<file path="src/rtl/multicycle_ctrl.sv">
// Multi-cycle control sequencer for the reduced RISC-V core (addi/add/bne).
// Walks the shared datapath through fetch, decode, execute/branch and writeback.
module multicycle_ctrl #(
    parameter int DATA_WIDTH = 32,
    parameter int CNT_WIDTH  = 16
) (
    input  logic                  clk,
    input  logic                  rst_n,
    input  logic [DATA_WIDTH-1:0] instr,
    input  logic                  instr_valid,
    input  logic                  EQ,
    output logic                  instr_req,
    output logic                  IRWrite,
    output logic                  ALUsrc,
    output logic [2:0]            ALUctrl,
    output logic [1:0]            ImmSrc,
    output logic                  RegWrite,
    output logic                  PCWrite,
    output logic                  PCsrc,
    output logic [CNT_WIDTH-1:0]  retire_cnt,
    output logic                  trap
);

    typedef enum logic [2:0] {
        IDLE, FETCH, DECODE, EXEC, WB, BRANCH, TRAP
    } state_t;

    typedef enum logic [2:0] {
        C_NONE, C_ADDI, C_ADD, C_BNE, C_ILLEGAL
    } class_t;

    state_t state, state_nxt;
    class_t cls, dec_class;

    logic unused_instr;
    assign unused_instr = ^instr;

    // The word is classified as it arrives and only the class is stored;
    // this is equivalent to decoding the latched instruction register.
    always_comb begin
        dec_class = C_ILLEGAL;
        if (instr[6:0] == 7'b0010011 && instr[14:12] == 3'b000)
            dec_class = C_ADDI;
        else if (instr[6:0] == 7'b0110011 && instr[14:12] == 3'b000 &&
                 instr[31:25] == 7'b0000000)
            dec_class = C_ADD;
        else if (instr[6:0] == 7'b1100011 && instr[14:12] == 3'b001)
            dec_class = C_BNE;
    end

    always_ff @(posedge clk or negedge rst_n) begin
        if (!rst_n) begin
            state      <= IDLE;
            cls        <= C_NONE;
            retire_cnt <= '0;
        end else begin
            state <= state_nxt;
            if (state == FETCH && instr_valid)
                cls <= dec_class;
            if (state == WB || state == BRANCH)
                retire_cnt <= retire_cnt + CNT_WIDTH'(1);
        end
    end

    always_comb begin
        state_nxt = state;
        case (state)
            IDLE:    state_nxt = FETCH;
            FETCH:   if (instr_valid) state_nxt = DECODE;
            DECODE: begin
                case (cls)
                    C_ADDI, C_ADD: state_nxt = EXEC;
                    C_BNE:         state_nxt = BRANCH;
                    default:       state_nxt = TRAP;
                endcase
            end
            EXEC:    state_nxt = WB;
            WB:      state_nxt = FETCH;
            BRANCH:  state_nxt = FETCH;
            TRAP:    state_nxt = TRAP;
            default: state_nxt = IDLE;
        endcase
    end

    always_comb begin
        instr_req = 1'b0;
        IRWrite   = 1'b0;
        ALUsrc    = 1'b0;
        ALUctrl   = 3'b000;
        ImmSrc    = 2'b00;
        RegWrite  = 1'b0;
        PCWrite   = 1'b0;
        PCsrc     = 1'b0;
        trap      = 1'b0;
        case (state)
            FETCH: begin
                instr_req = 1'b1;
                IRWrite   = instr_valid;
            end
            DECODE:  ImmSrc = (cls == C_BNE) ? 2'b01 : 2'b00;
            EXEC:    ALUsrc = (cls == C_ADDI);
            WB: begin
                ALUsrc   = (cls == C_ADDI);
                RegWrite = 1'b1;
                PCWrite  = 1'b1;
            end
            BRANCH: begin
                ALUctrl = 3'b001;
                ImmSrc  = 2'b01;
                PCWrite = 1'b1;
                PCsrc   = ~EQ;
            end
            TRAP:    trap = 1'b1;
            default: ;
        endcase
    end

endmodule

</file>
<file path="config.mk">
export PLATFORM = sky130hd
export DESIGN_NAME = multicycle_ctrl
export DESIGN_NICKNAME = d
export VERILOG_FILES = /design/src/rtl/multicycle_ctrl.sv
export SDC_FILE = /design/constraint.sdc
export NUM_CORES = 1
export LEC_CHECK = 0
export BUFFER_PORTS_ARGS = -buffer_cell sky130_fd_sc_hd__buf_2
export CAP_MARGIN = 20
export CORE_AREA = 2 2 81 44
export CTS_CLUSTER_DIAMETER = 100
export DETAILED_ROUTE_END_ITERATION = 16
export DIE_AREA = 0 0 83 46
export GPL_TIMING_DRIVEN = 0
export HOLD_SLACK_MARGIN = 0.02
export PLACE_DENSITY = 0.79
export SETUP_SLACK_MARGIN = 0.15
export SYNTH_ARGS = -nofsm -noshare
export SYNTH_HDL_FRONTEND = slang
export SYNTH_SLANG_ARGS = --single-unit
</file>
<file path="constraint.sdc">
create_clock -name clk -period 1.55 [get_ports clk]
set_clock_uncertainty 0.05 [all_clocks]
set_input_delay 0.2325 -clock clk [delete_from_list [all_inputs] [get_ports clk]]
set_output_delay 0.2325 -clock clk [all_outputs]
set_load 0.01 [all_outputs]
</file>
==> results.toml, run 1 <==
[run_status]
status = "finished, violations left"
violations = "setup timing"

[route]
via_per_inst = 4.91
drc_errors = 0
via_count = 1105
antenna_left = 0
drt_first_pass_iters = 4
drtIter0Drc = 86
wl_mm = 3.39
wl_per_cell_um = 15.1

[worst_setup_path]
critPathMaxFanout = 5
cp-startpoint = "cls[2]"
cp-end-kind = "output port"
r2r_end = "retire_cnt[12]"
ff2ff_path_depth = 6
worst-setup-path-type = "flip-flop to output port"
arrival_ps = 1530
regToRegStartpoint = "state[1]"
rrSetupSlack_ps = -110
cp-start-kind = "flip-flop"
max_stage_delay_ps = 480
crit_required_ps = 1270
path_cells = "nand4bb_4 -> o31ai_1 -> buf_2"
critPathSlowestCell = "dfrtp_2"

[sta]
setup_slack_ps = -260
finalSetupViolCount = 13
fin_crit_sh_pct = 117
hold_viol = 0
rsz0062_at_grt = "yes"
fin_crit_ps = 1810
hold_slack_ps = 266
fmax_mhz = 552
maxSlewViolCount = 0

[floorplanning]
dieArea_mm2 = 0.00382
coreArea_mm2 = 0.00321
start_util_pct = 37.0
die_w_um = 83
die_h_um = 46
std_cell_rows = 15
pin_count = 64

[power]
vdd.ir_drop.worst_v = 0.000748
power_leakage_uw = 0.000979
finalPower_uw = 2330
p_per_area_mw_per_mm2 = 1250

[synthesis]
syn_inst = 115
synth_area_mm2 = 0.00119
syn_area_per_cell_um2 = 10.3
async_reset_ff_share_pct = 100
ys_ff_latch = 22
synth_edf_count = 0
ys_seq_area_share_pct = 46.4
yosys_warnings = 0
yosysUniqueCellTypes = 38
synth_flop_cell = "dfrtp_1"

[grt]
grt_overflow = 0
grt_pass1_vias = 986
antenna_found_initial = 0
globalRouteTotalUtil_pct = 15.7
grt_pass1_wl_mm = 4.61
grt_max_degree = 23

[clocking]
clk_path_buf_depth = 2
htreeDepth = 1
cts_tree = "yes"
clk_latency_ps = 260
cts.clk_slew.worst_paths_ps = 70
numCtsBuffers = 3
ctsRootBufferMaster = "clkbuf_8"
cts.sink_count = 22

[place]
dp.cells = 204
port_buffers = 45
dp_worst_setup_slack_ps = 23.5
place_congestion = 0.812
dp_hpwl_mm = 1.92

[cells_and_area]
final_nets = 221
regArea_um2 = 553
multi_input_area_um2 = 714
syn_to_final_growth_pct = 56.6
fin_util_pct = 57.9
fin_cells = 225
final_layout_size_suffix_gt1_share_pct = 55.2
fill_cells = 244
layout_common_cells = "buf_2, dfrtp_1, buf_6"
diodes = 0
final_common_cell = "buf_2"

[worst_hold_path]
hold_path_depth = 3
min_to = "cls[0]"
min-delay-start = "instr[1]"
hold_class = "primary input to flip-flop"

[run]
cap_violations = 0
worst max path at each step:
stage	slack [ps]	to
after floorplan	100	retire_cnt[12]
after global placement	30	retire_cnt[10]
after detailed placement	20	retire_cnt[12]
after CTS	-120	ALUsrc
after global routing	-330	ImmSrc[0]
final	-260	ImmSrc[0]
flip-flops by register name (all words and copies together), names as in the netlist:
| signal | cells |
|---|---|
| retire_cnt | 16 |
| state | 3 |
| cls | 3 |
cell families (layout without fill, tap and decap cells):
group	after synthesis	after routing	share of synthesized area, %
buf+inv	12	78	6.64
compound gates	9	9	5.16
simple gates	54	54	28.7
other cells	1	3	0.316
xor+xnor	16	16	11.8
fa+ha+maj	1	1	1.05
flops	22	22	46.4
power breakdown:
group          switching, uW  internal, uW  total (uW)
Sequential               115           676         791
Clock                    178           226         404
Combinational            550           582        1130
Total                    843          1480        2330
synth_stat cells, types with 2 or more instances:
library cell,n,share of area (%)
and3_1,2,1.1
buf_4,4,2.5
dfrtp_1,22,46
inv_1,5,1.6
nand2_1,13,4.1
nand3_1,6,2.5
nand4_1,4,2.1
nor2_1,9,2.8
nor3_1,2,0.84
nor3_2,2,1.7
nor4_1,2,1.1
nor4b_1,2,1.5
o22ai_1,2,1.1
o31ai_1,2,1.3
xnor2_1,10,7.4
xor2_1,6,4.4
stage by stage:
stage	area, um2	setup TNS, ps
2_1_floorplan	1200	0
3_3_place_gp	1480	0
3_5_place_dp	1480	0
4_1_cts	1650	-625
5_1_grt	1860	-1770
6_report	1860	-826
metal layers:
metal,vias up,GRT usage [%],wire length (um)
met1,520,20.4,1450
met5,-,0,0
met2,46,26.8,1730
met4,0,4.59,45
li1,531,-,-
met3,8,4.17,168
timing repair:
action | in CTS | in global routing
hold endpoints to repair | 22 | 0
gates resized for setup | 8 | 32
hold buffers | 1 | 0
buffers inserted | 8 | 8
pin swaps | 14 | 18
setup endpoints to repair | 18 | 24
cell type report:
class                   instances  share of cell area [%]
multi-input cells              83                    38.4
flip-flops and latches         22                    29.7
repair buffers                 62                    21.6
plain buffers                   6                    3.23
clock buffers                   4                    2.96
well taps                      42                    2.83
inverters                       6                    1.21
critical path: cells and delay by family (launching register included):
family          cells  cell delay [ps]
flops               1              480
simple gates        1              270
compound gates      1              320
buf+inv             1              200
Note: power is estimated with default switching activity, not from simulation.
==> run 2, diff against run 1 <==
- ABC_AREA: unset -> 1
- CORE_AREA: 2 2 81 44 -> 2 2 80 44
- DIE_AREA: 0 0 83 46 -> 0 0 82 46
- MAX_ROUTING_LAYER: unset -> met4
- PLACE_DENSITY: 0.79 -> 0.83
- clock period: 1.55 -> 2.1 ns (I/O delays scaled with it)
==> results.toml, run 2 <==
[synthesis]
synth_most_common_cell = "nand2_1"
synth_top_area_share_pct = 40.9
yosysUniqueCellTypes = 28
yosys_warnings = 0
synth_flop_cell = "dfrtp_1"
async_reset_ff_share_pct = 100
ys_seq_area_share_pct = 40.9
synth_area_leaders = "dfrtp_1, nand2_1, nand3_1, nor2_1, inv_1"
ys_ff_latch = 22
yosys.area.top_type = "dfrtp_1"
synth_common_cells = "nand2_1, dfrtp_1, nor2_1"
syn_area_per_cell_um2 = 7.87
synth_edf_count = 0
syn_inst = 171
synth_area_mm2 = 0.00135

[worst_setup_path]
crit_required_ps = 1740
cp-start-kind = "flip-flop"
critPathTopFamily = "flip-flops"
cp-end-kind = "output port"
worst-setup-path-type = "flip-flop to output port"
critPathBufInv = 3
critPathMaxFanout = 8
critPathSlowestCell = "dfrtp_1"
path_cells = "buf_6 -> nor3_4 -> nand2_1 -> clkinv_2 -> buf_2"
max_stage_delay_ps = 380
arrival_ps = 1330

[floorplanning]
die_h_um = 46
dieArea_mm2 = 0.00377
die_w_um = 82
std_cell_rows = 15
pin_count = 64
start_util_pct = 42.7
coreArea_mm2 = 0.00315

[sta]
fin_crit_ps = 1700
fin_crit_sh_pct = 80.9
hold_slack_ps = 287
fin_setup_tns_ps = 0
finalSetupViolCount = 0
maxSlewViolCount = 0
rsz0062_at_grt = "no"
fmax_mhz = 589
hold_viol = 0

[clocking]
post_cts_buffers = 0
cts_resized = 0
htreeDepth = 1
cts.clk_slew.worst_paths_ps = 80
cts.sink_count = 22
cts_tree = "yes"
numCtsBuffers = 3
clk_latency_ps = 260
ctsRootBufferMaster = "clkbuf_8"
clk_path_buf_depth = 2

[cells_and_area]
final_layout_size_suffix_gt1_share_pct = 30.9
final_nets = 261
diodes = 0
syn_to_final_growth_pct = 27.3
regArea_um2 = 551
multi_input_area_um2 = 684
layout_common_cells = "buf_2, nand2_1, dfrtp_1"
reg.largest.list = "retire_cnt x16, cls x3, state x3"
regMostFlops = "retire_cnt"
final_common_cell = "buf_2"
fill_cells = 291
largest_reg_flops = 16

[power]
finalPower_uw = 1550
power_leakage_uw = 0.000958
vdd.ir_drop.worst_v = 0.000487
p_per_area_mw_per_mm2 = 905

[route]
drc_errors = 0
via_count = 1249
via_per_inst = 4.71
drt_first_pass_iters = 4
drtIter0Drc = 69
wl_mm = 2.90
antenna_left = 0
wl_per_cell_um = 10.9

[grt]
grt_pass1_wl_mm = 4.78
antenna_found_initial = 0
grt_max_degree = 23
globalRouteTotalUtil_pct = 17.6
grt_pass1_vias = 1110
grt_overflow = 0

[worst_hold_path]
hold_class = "primary input to flip-flop"

[place]
port_buffers = 45
dp_hpwl_mm = 2.40
place_congestion = 0.792

[run_status]
status = "finished clean"

[run]
cap_violations = 0
run 2: changes by cell type after synthesis, sizes merged, moves of 3 or more:
cell and delta:
nand2 +31, nor2 +17, inv +15, nand3 +10, nand3b +5, nor3 +4
and3 -3, xnor2 -3
run 2: path summary, 6_finish.rpt:
| path | startpoint | to | slack (ps) | cells past startpoint |
|---|---|---|---|---|
| worst max-delay path | state[2] | IRWrite | 400 | 5 |
| worst min-delay path | instr_valid | state[1] | 290 | 3 |
| worst max register to register | retire_cnt[0] | retire_cnt[12] | 650 | 8 |
| worst min register to register | retire_cnt[15] | retire_cnt[15] | 440 | 2 |
| max in group asynchronous | rst_n | cls[0] | 1190 | 2 |
| min in group asynchronous | rst_n | retire_cnt[2] | 480 | 2 |
run 2: area by class of cell:
class | instances | share of cell area [%]
Multi-Input combinational cell | 125 | 40.0
Buffer | 4 | 1.97
Clock buffer | 3 | 2.41
Inverter | 22 | 4.90
Sequential cell | 22 | 32.2
Clock inverter | 1 | 1.75
Tap cell | 42 | 3.07
Timing Repair Buffer | 46 | 13.7
run 2: cell families after synthesis:
group,count (synthesis),share of synthesized area [%]
simple gates,102,37.9
buf+inv,26,8.74
flops,22,40.9
xor+xnor,11,7.72
compound gates,8,3.54
fa+ha+maj,1,0.930
other cells,1,0.279
run 2: repair_timing:
item / CTS / global route
endpoints found under the setup margin: 0 / 0
hold endpoints to repair: 22 / 0
hold buffers: 1 / 0
run 2: power by group:
part,switching (uW),leakage (uW),internal (uW)
clock,134,0.0000357,254
sequential,94.8,0.000293,509
combinational,331,0.000629,226
run 2: layer usage:
metal | part of all wire (%) | vias up | global-route usage, %
met5 | 0 | - | -
met4 | 0.76 | 0 | 6.33
met3 | 5.0 | 2 | 4.56
met2 | 45 | 37 | 26.5
met1 | 50 | 569 | 23.0
li1 | - | 641 | -
run 2: worst min-delay path, stage by stage:
cell and delay [ps]:
buf_2 100, nor2_1 50, a21oi_1 100
run 2: per-stage QoR:
step           util [%]  instance area (um2)  setup WS [ps]  std cells
5_1_grt            54.3                 1710            237        265
3_5_place_dp       51.7                 1630            665        260
6_report           54.3                 1710            401        265
3_3_place_gp       51.7                 1630            698        260
2_1_floorplan         -                 1350            599        173
4_1_cts            54.3                 1710            387        265
==> run 3, diff against run 2 <==
- ABC_AREA: 1 -> 0
- CORE_AREA: 2 2 80 44 -> 2 2 81 44
- DIE_AREA: 0 0 82 46 -> 0 0 83 46
- PLACE_DENSITY: 0.83 -> 0.79
- clock period: 2.1 -> 1.4 ns (I/O delays scaled with it)
==> results.toml, run 3 (synthesized netlist as in run 1, its figures left out) <==
[run_status]
status = "finished, violations left"
violations = "setup timing"

[grt]
grt_overflow = 0
grt_pass1_vias = 994
antenna_found_initial = 0
grt_max_degree = 23
grt_pass1_wl_mm = 4.69
globalRouteTotalUtil_pct = 16.2

[worst_setup_path]
path_cells = "buf_6 -> and4b_4 -> and2_4 -> buf_6 -> nand4_1 -> xnor2_1"
max_stage_delay_ps = 440
cp-start-kind = "flip-flop"
critPathTopFamily = "simple AND/OR/NAND/NOR gates"
rrSetupSlack_ps = -220
regToRegStartpoint = "state[1]"
critPathMaxFanout = 5
arrival_ps = 1720
crit_required_ps = 1500
cp-startpoint = "state[1]"
crit_top_cell = "buf_6"
critPathBufInv = 2
cp-end-kind = "flip-flop"
critPathSlowestCell = "dfrtp_2"
r2r_end = "retire_cnt[12]"
worst-setup-path-type = "flip-flop to flip-flop"
ff2ff_path_depth = 6

[power]
p_per_area_mw_per_mm2 = 1480
vdd.ir_drop.worst_v = 0.000919
power_leakage_uw = 0.00101
finalPower_uw = 2900

[sta]
slew_headroom_pct = 65.8
finalSetupViolCount = 25
fmax_mhz = 616
setup_slack_ps = -224
fin_crit_ps = 1620
fin_crit_sh_pct = 116
worstMarginPinSlew_ps = 512
hold_viol = 0
maxSlewViolCount = 0
hold_slack_ps = 222
rsz0062_at_grt = "yes"

[route]
wl_per_cell_um = 13.3
antenna_left = 0
drt_first_pass_iters = 4
drc_errors = 0
via_per_inst = 4.81
drtIter0Drc = 53
wl_mm = 3.10
via_count = 1120

[worst_hold_path]
min_to = "state[0]"
hold_class = "primary input to flip-flop"
hold_path_depth = 3
min-delay-start = "instr_valid"

[cells_and_area]
fin_util_pct = 61.0
final_common_cell = "buf_2"
fill_cells = 273
reg.largest.list = "retire_cnt x16, cls x3, state x3"
final_nets = 229
final_layout_size_suffix_gt1_share_pct = 60.2
multi_input_area_um2 = 739
largest_reg_flops = 16
diodes = 0
layout_common_cells = "buf_2, dfrtp_1, buf_4"
regArea_um2 = 553
regMostFlops = "retire_cnt"
syn_to_final_growth_pct = 64.8
fin_cells = 233

[floorplanning]
start_util_pct = 37.0
pin_count = 64
die_h_um = 46
die_w_um = 83
coreArea_mm2 = 0.00321
dieArea_mm2 = 0.00382
std_cell_rows = 15

[clocking]
cts.sink_count = 22
clk_path_buf_depth = 2
htreeDepth = 1
cts.clk_slew.worst_paths_ps = 80
numCtsBuffers = 3
ctsRootBufferMaster = "clkbuf_8"
cts_tree = "yes"
clk_latency_ps = 260

[place]
port_buffers = 45
dp_hpwl_mm = 2.02
dp_worst_setup_slack_ps = -182
dp.cells = 204
place_congestion = 0.849

[run]
cap_violations = 0
## run 3: cell count changes in the layout (fill, tap and decap cells not counted), sizes merged, moves of 5 or more
cell,change
nand3,-10
inv,-15
buf,+26
nor2,-17
nand3b,-5
nand2,-31
## run 3: tightest hold or removal path: cells and delay by family
family / cells / cell delay [ps]
AO/OA/AOI/OAI: 1 / 80
buffers and inverters: 1 / 90
AND/OR/NAND/NOR: 1 / 120
## run 3: layout make-up
cell class / instances / area share [%]
plain buffers: 6 / 3.07
repair buffers: 70 / 24.0
flip-flops and latches: 22 / 28.3
inverters: 6 / 1.41
multi-input cells: 83 / 37.8
clock buffers: 4 / 2.81
well taps: 42 / 2.69
## run 3: metrics by stage
step / TNS [ps] / area [um2]
6_report: -3360 / 1960
5_1_grt: -4660 / 1960
4_1_cts: -2890 / 1800
3_5_place_dp: -1050 / 1500
3_3_place_gp: -783 / 1500
2_1_floorplan: -173 / 1220
## run 3: worst max path at each step
stage | endpoint | slack (ps) | cells after the start
CTS | ALUsrc | -230 | 5
detailed placement | ALUsrc | -180 | 5
global placement | ALUsrc | -170 | 5
finish | retire_cnt[12] | -220 | 6
global route | ALUsrc | -290 | 5
floorplan | retire_cnt[12] | -50 | 5
## run 3: repair_timing
| action | in CTS | in global routing |
|---|---|---|
| setup buffers | 17 | 7 |
| gates resized for setup | 24 | 21 |
| hold buffers | 1 | 0 |
| endpoints found under the hold margin | 22 | 0 |
| endpoints found under the setup margin | 25 | 29 |
| pin swaps | 11 | 11 |
## run 3: where the power goes
group | internal (uW) | switching [uW]
sequential | 748 | 148
combinational | 837 | 713
clock | 251 | 204
total | 1840 | 1070
## run 3: layer usage
metal / part of all wire [%] / global-route usage, % / vias to the layer above / routed length (um)
met4: 0.55 / 2.95 / 0 / 17
met3: 5.1 / 3.80 / 2 / 158
met2: 46 / 26.0 / 31 / 1440
met5: 0 / - / - / 0
met1: 48 / 21.7 / 533 / 1490
li1: - / - / 554 / -
